[src/rtl/prog_delay_line.sv]
// Programmable sample delay line: a tap shift register advanced on each sample strobe.
// The output tap is chosen by cur_delay; a new delay is staged and takes effect at a strobe.
module prog_delay_line #(
  parameter int WIDTH         = 18,
  parameter int MAX_DELAY     = 20,
  parameter int DEFAULT_DELAY = 10,
  parameter int DW            = 5
) (
  input  logic                    sys_clk,
  input  logic                    reset,
  input  logic                    sam_clk_en,
  input  logic signed [WIDTH-1:0] sig_in,
  input  logic [DW-1:0]           delay_req,
  input  logic                    delay_load,
  output logic signed [WIDTH-1:0] sig_out,
  output logic                    out_valid,
  output logic                    delay_busy,
  output logic [DW-1:0]           cur_delay,
  output logic                    range_err
);

  localparam logic [DW-1:0] MAX_D = DW'(MAX_DELAY);
  localparam logic [DW-1:0] DEF_D = DW'(DEFAULT_DELAY);

  logic signed [WIDTH-1:0] taps [MAX_DELAY];
  logic signed [WIDTH-1:0] tap_sel;
  logic [DW-1:0]           fill_cnt;
  logic [DW-1:0]           pending;
  logic [DW-1:0]           req_clamped;

  assign req_clamped = (delay_req > MAX_D) ? MAX_D : delay_req;

  // Delay 0 bypasses the taps; otherwise read the pre-shift tap cur_delay-1.
  always_comb begin
    tap_sel = sig_in;
    for (int k = 0; k < MAX_DELAY; k++)
      if (cur_delay == DW'(k + 1)) tap_sel = taps[k];
  end

  always_ff @(posedge sys_clk) begin
    if (reset) begin
      for (int k = 0; k < MAX_DELAY; k++) taps[k] <= '0;
    end else if (sam_clk_en) begin
      taps[0] <= sig_in;
      for (int k = 1; k < MAX_DELAY; k++) taps[k] <= taps[k-1];
    end
  end

  always_ff @(posedge sys_clk) begin
    if (reset) begin
      sig_out   <= '0;
      out_valid <= 1'b0;
      fill_cnt  <= '0;
    end else if (sam_clk_en) begin
      sig_out   <= tap_sel;
      out_valid <= (fill_cnt >= cur_delay);
      if (fill_cnt != MAX_D) fill_cnt <= fill_cnt + 1'b1;
    end
  end

  // A strobe consumes the older pending request; a coincident load re-arms busy afterwards.
  always_ff @(posedge sys_clk) begin
    if (reset) begin
      cur_delay  <= DEF_D;
      pending    <= '0;
      delay_busy <= 1'b0;
      range_err  <= 1'b0;
    end else begin
      if (sam_clk_en && delay_busy) begin
        cur_delay  <= pending;
        delay_busy <= 1'b0;
      end
      if (delay_load) begin
        pending    <= req_clamped;
        delay_busy <= 1'b1;
        if (delay_req > MAX_D) range_err <= 1'b1;
      end
    end
  end

endmodule
[config.mk]
export PLATFORM = sky130hd
export DESIGN_NAME = prog_delay_line
export DESIGN_NICKNAME = d
export VERILOG_FILES = /design/src/rtl/prog_delay_line.sv
export SDC_FILE = /design/constraint.sdc
export NUM_CORES = 1
export LEC_CHECK = 0
export ABC_AREA = 1
export BUFFER_PORTS_ARGS = -buffer_cell sky130_fd_sc_hd__buf_4
export CORE_MARGIN = 4
export CORE_UTILIZATION = 29
export CTS_CLUSTER_DIAMETER = 40
export CTS_CLUSTER_SIZE = 12
export DETAILED_ROUTE_END_ITERATION = 8
export PLACE_DENSITY = 0.42
export REMOVE_ABC_BUFFERS = 1
export SYNTH_ARGS = -nofsm -noshare
export SYNTH_HDL_FRONTEND = slang
export SYNTH_SLANG_ARGS = --single-unit
[constraint.sdc]
create_clock -name sys_clk -period 11.65 [get_ports sys_clk]
set_input_delay 1.7475 -clock sys_clk [delete_from_list [all_inputs] [get_ports sys_clk]]
set_output_delay 1.7475 -clock sys_clk [all_outputs]
set_load 0.01 [all_outputs]
# Yosys cells after proc, flatten, opt, wreduce, memory -nomap -nowiden
# Memory sizes are Yosys's and may differ from the RTL's.
# Cells that the tools add are included.
totals:
  mem_bits_rw: 360
  n_memories: 1
  output_inout_bits: 26
  latch_bits: 0
  reg_bits: 36
  input_bits: 27
  romBits: 0
classes:
  n_eq_ne: 21
  div_mod_pow: 0
  n_mux: 48
  shift: 0
  n_mul: 0
  order_cmp: 2
  bitwise_logic: 20
  add_sub_neg: 1
  n_reduce_logical: 4
mem_list:
  columns: ["memory", "depth", "width", "rd", "rd_clocked_by_memory_dff", "wr", "line", "rtl"]
  rows:
  - ["taps", 20, 18, 20, 0, 20, "25", "logic signed [WIDTH-1:0] taps [MAX_DELAY];"]
ops:
  columns: ["operator", "n"]
  rows:
  - ["18-bit 2-to-1 mux", 40]
  - ["5-bit by 4-bit equality test with 1-bit output (second input constant)", 8]
  - ["5-bit equality test (second input constant)", 5]
  - ["5-bit by 3-bit equality test with 1-bit output (second input constant)", 4]
  - ["1-bit bitwise OR", 20]
  - ["5-bit by 2-bit equality test with 1-bit output (second input constant)", 2]
  - ["1-bit 2-to-1 mux", 7]
  - ["5-bit by 1-bit adder with 5-bit output (second input constant)", 1]
  - ["5-bit by 1-bit equality test with 1-bit output (second input constant)", 1]
  - ["5-bit greater-or-equal comparator", 1]
  - ["5-bit greater-than comparator (second input constant)", 1]
  - ["5-bit 2-to-1 mux", 1]
  - ["5-bit != test (second input constant)", 1]
  - ["2-bit AND reduction", 2]
  - ["2-bit nonzero test", 1]
  - ["1-bit logical AND", 1]

# Logic depth before layout (Yosys ltp)
depth:
  word_depth: 21
  mapped_depth: 29
  depth_no_buf: 28

# Worst setup path before layout
# No wires, ideal clock.
synth_timing:
  kind: "input to register"
  from: "in reset"
  to: "mem taps[0][0] (enable)"
  stages: 4
  arrival_time_ns: 9.187
  setup_slack_ns: 1.756
  n_path_buf: 2
  setup_ns: 0.707
  required_ns: 10.943
  cell_sequence: "clkbuf_1 -> nor2_1 -> clkbuf_1 -> inv_1"
synth_rtl:
  columns: ["element", "line", "rtl"]
  rows:
  - ["start: declaration", "10", "input logic reset,"]
  - ["end: declaration", "25", null]

==> impl_metrics.toml <==
[outcome]
status = "finished clean"

[routing]
drc = 0
firstDrtPassIters = 5
wl_per_cell_um = 12.9
vias_per_cell = 4.17
wl_mm = 41.7
vias = 13457
dr.first_iter.drc_count = 877
antenna_left = 0

[synthesis]
synthTopCellsByArea = "edfxtp_1 (56%), inv_1 (9.5%), nor2_1 (8.4%)"
ys_warn_count = 0
synth_top_area_cell = "edfxtp_1"
synthCells = 2249
ys_ff_latch = 396
ys_types = 31
syn_avg_cell_area_um2 = 8.55
ys_seq_area_share_pct = 60.0
synth.top_cell.area_share_pct = 56.2
synth.cell_area_mm2 = 0.0192

[worst_setup_path]
crit_family = "buffers and inverters"
crit_path_cell_trace = "buf_4 > nor2_2 > inv_8 > buf_12 > buf_4"
worstSetupPathType = "in2reg"
rrSetupSlack_ns = 7.87
cp_num_buf_inv = 4
start_kind = "input port"
critPathMaxFanout = 171
crit_cells = 5
path_common_cell = "buf_4"
cp.required_ns = 11.86
cp-end-kind = "flop"
cp_slowest_cell = "buf_4"
cp_slowest_stage_delay_ns = 0.90
arrival_ns = 4.72
r2r_cells = 19

[layout]
nNetsFinal = 2333
most-common-layout-cells = "inv_1 (488), nor2_1 (428), nand2_1 (427)"
area_growth_pct = 20.7
final_common_cell = "inv_1"
diodes = 0
final_cells = 3225
drive_gt1_share_pct = 9.49

[global_routing]
antenna_found_initial = 0
overflow = 0
first_global_vias = 13525
grtUsageTotal_pct = 12.0
grt_pass1_wl_mm = 70.4
grt_max_degree = 192

[power]
powerDensity_mw_per_mm2 = 189
seqPwrFrac_pct = 38.5
p_int_uw = 3360
p_sw_uw = 1020
p_leak_uw = 0.00987
peakVddDrop_uv = 108
clkPwrFrac_pct = 53.8
p_sw_share_pct = 23.2
comb_power_share_pct = 7.7

[clocking]
cts_resized = 0
post_cts_buffers = 0
root_buffer = "clkbuf_16"
cts_tree = "built"
clk_latency_ns = 0.60
ctsHoldBuffers = 0
numCtsBuffers = 80
ctsHtreeMaxLevel = 3
clock-sinks = 396
clkSlewWorstSetupHoldPaths_ns = 0.05
cts_buffer_depth = 3

[floorplanning]
start_util_pct = 29.2
die_area_mm2 = 0.0705
coreArea_mm2 = 0.0657
row_count = 94
pin_count = 53
die_w_um = 265
die_h_um = 265

[sta]
whs_ns = 0.452
fin_crit_sh_pct = 38.7
worst_pin_slew_ns = 1.06
relSlewSlack_pct = 28.8
setup_violations = 0
hold_viol = 0
finalMaxSlewViolations = 0
fin_ws_ns = 7.14
finClkSkew_ns = 0.0229
rsz0062_at_grt = "false"
min_period_ns = 4.51
fin_tns_setup_ns = 0
fmax_mhz = 222

[place]
place_congestion = 0.712
dp_cells = 3081
pre_cts_slack_ns = 6.39
port_buffers = 52
hpwl_mm = 24.8

[hold_path]
holdPathStages = 2
min_path_type = "reg2reg"

[job]
drv_cap = 0
==> cell type report <==
class	count	area [µm²]
clock buffer	100	2210
clock inverter	44	556
fill	6587	42500
inverter	509	1930
multi-input combinational	1248	5380
sequential	396	11500
tap	864	1080
timing repair buffer	64	505
==> worst reg2reg max path, stage by stage, from the launching register on <==
cell,delay [ns]
dfxtp_1,0.51
inv_2,0.09
nor2_4,0.20
inv_2,0.07
nor2_2,0.15
inv_1,0.11
nor2_2,0.65
clkinv_1,0.74
o21ai_0,0.38
inv_1,0.07
nand2_1,0.08
nand2_1,0.06
nand3_1,0.07
nand3_1,0.10
nand2_1,0.11
nand2_1,0.05
nand2_1,0.07
nand2_1,0.06
nand2_1,0.06
nand2_1,0.04
==> through the flow <==
| stage | total power (µW) | util [%] | area [µm²] |
|---|---|---|---|
| 2_1_floorplan | 1950 | - | 18800 |
| 3_3_place_gp | 2050 | 31.1 | 20400 |
| 3_5_place_dp | 2060 | 31.1 | 20400 |
| 4_1_cts | 4450 | 35.3 | 23200 |
| 5_1_grt | 4580 | 35.3 | 23200 |
| 6_report | 4380 | 35.3 | 23200 |
==> Yosys cell counts <==
| master | n |
|---|---|
| buf_2 | 20 |
| nor3b_1 | 1 |
| edfxtp_1 | 360 |
| nand2_2 | 2 |
| nor3_2 | 1 |
| o211ai_1 | 8 |
| a31oi_1 | 1 |
| o22ai_1 | 4 |
| o221ai_1 | 3 |
| clkinv_1 | 4 |
| o21ai_1 | 36 |
| nor2_2 | 3 |
| nor2_4 | 9 |
| ha_1 | 7 |
| nand4_1 | 2 |
| nand3_2 | 1 |
| inv_1 | 489 |
| buf_4 | 1 |
| o21bai_1 | 7 |
| nand3_1 | 118 |
| nor3_1 | 4 |
| dfxtp_1 | 36 |
| nand3_4 | 1 |
| buf_6 | 2 |
| o211ai_2 | 1 |
| o21ai_0 | 118 |
| nor2_1 | 430 |
| a21oi_1 | 64 |
| inv_2 | 16 |
| nand2_1 | 427 |
| clkbuf_1 | 73 |
==> power by group through the flow <==
| stage | logic, µW | clock network, µW | registers [µW] |
|---|---|---|---|
| floorplan | 226 | 0 | 1730 |
| global placement | 342 | 0 | 1710 |
| detailed placement | 345 | 0 | 1710 |
| CTS | 347 | 2420 | 1690 |
| global route | 399 | 2490 | 1700 |
| finish | 338 | 2350 | 1690 |
==> layer usage <==
layer  global-route usage, %  up-vias  routed length, µm
met5                       0        -                  0
met2                    20.1      144              19600
met1                    15.6     6114              19800
li1                        -     7120                  -
met4                    3.73        0                942
met3                    2.77       79               1360
==> flip-flops by register name (all words and copies together), names as in the netlist <==
name        count
out_valid       1
taps          360
pending         5
fill_cnt        5
sig_out        18
delay_busy      1
cur_delay       5
range_err       1
==> kinds of logic (layout without fill, tap and decap cells) <==
| family | count (synthesis) | count (layout) | synth area share [%] |
|---|---|---|---|
| AO/OA/AOI/OAI | 242 | 242 | 6.63 |
| adder cells (fa/ha/maj) | 7 | 7 | 0.456 |
| buffers and inverters | 605 | 717 | 12.0 |
| flip-flops | 396 | 396 | 60.0 |
| AND/OR/NAND/NOR | 999 | 999 | 20.9 |
==> worst paths after layout <==
check	startpoint	to
max	reset	taps[3][28]
min	sig_out[10]	sig_out[10]
max reg2reg	cur_delay[0]	sig_out[7]
min reg2reg	sig_out[10]	sig_out[10]
No activity file was read; power rests on OpenSTA's default activity.
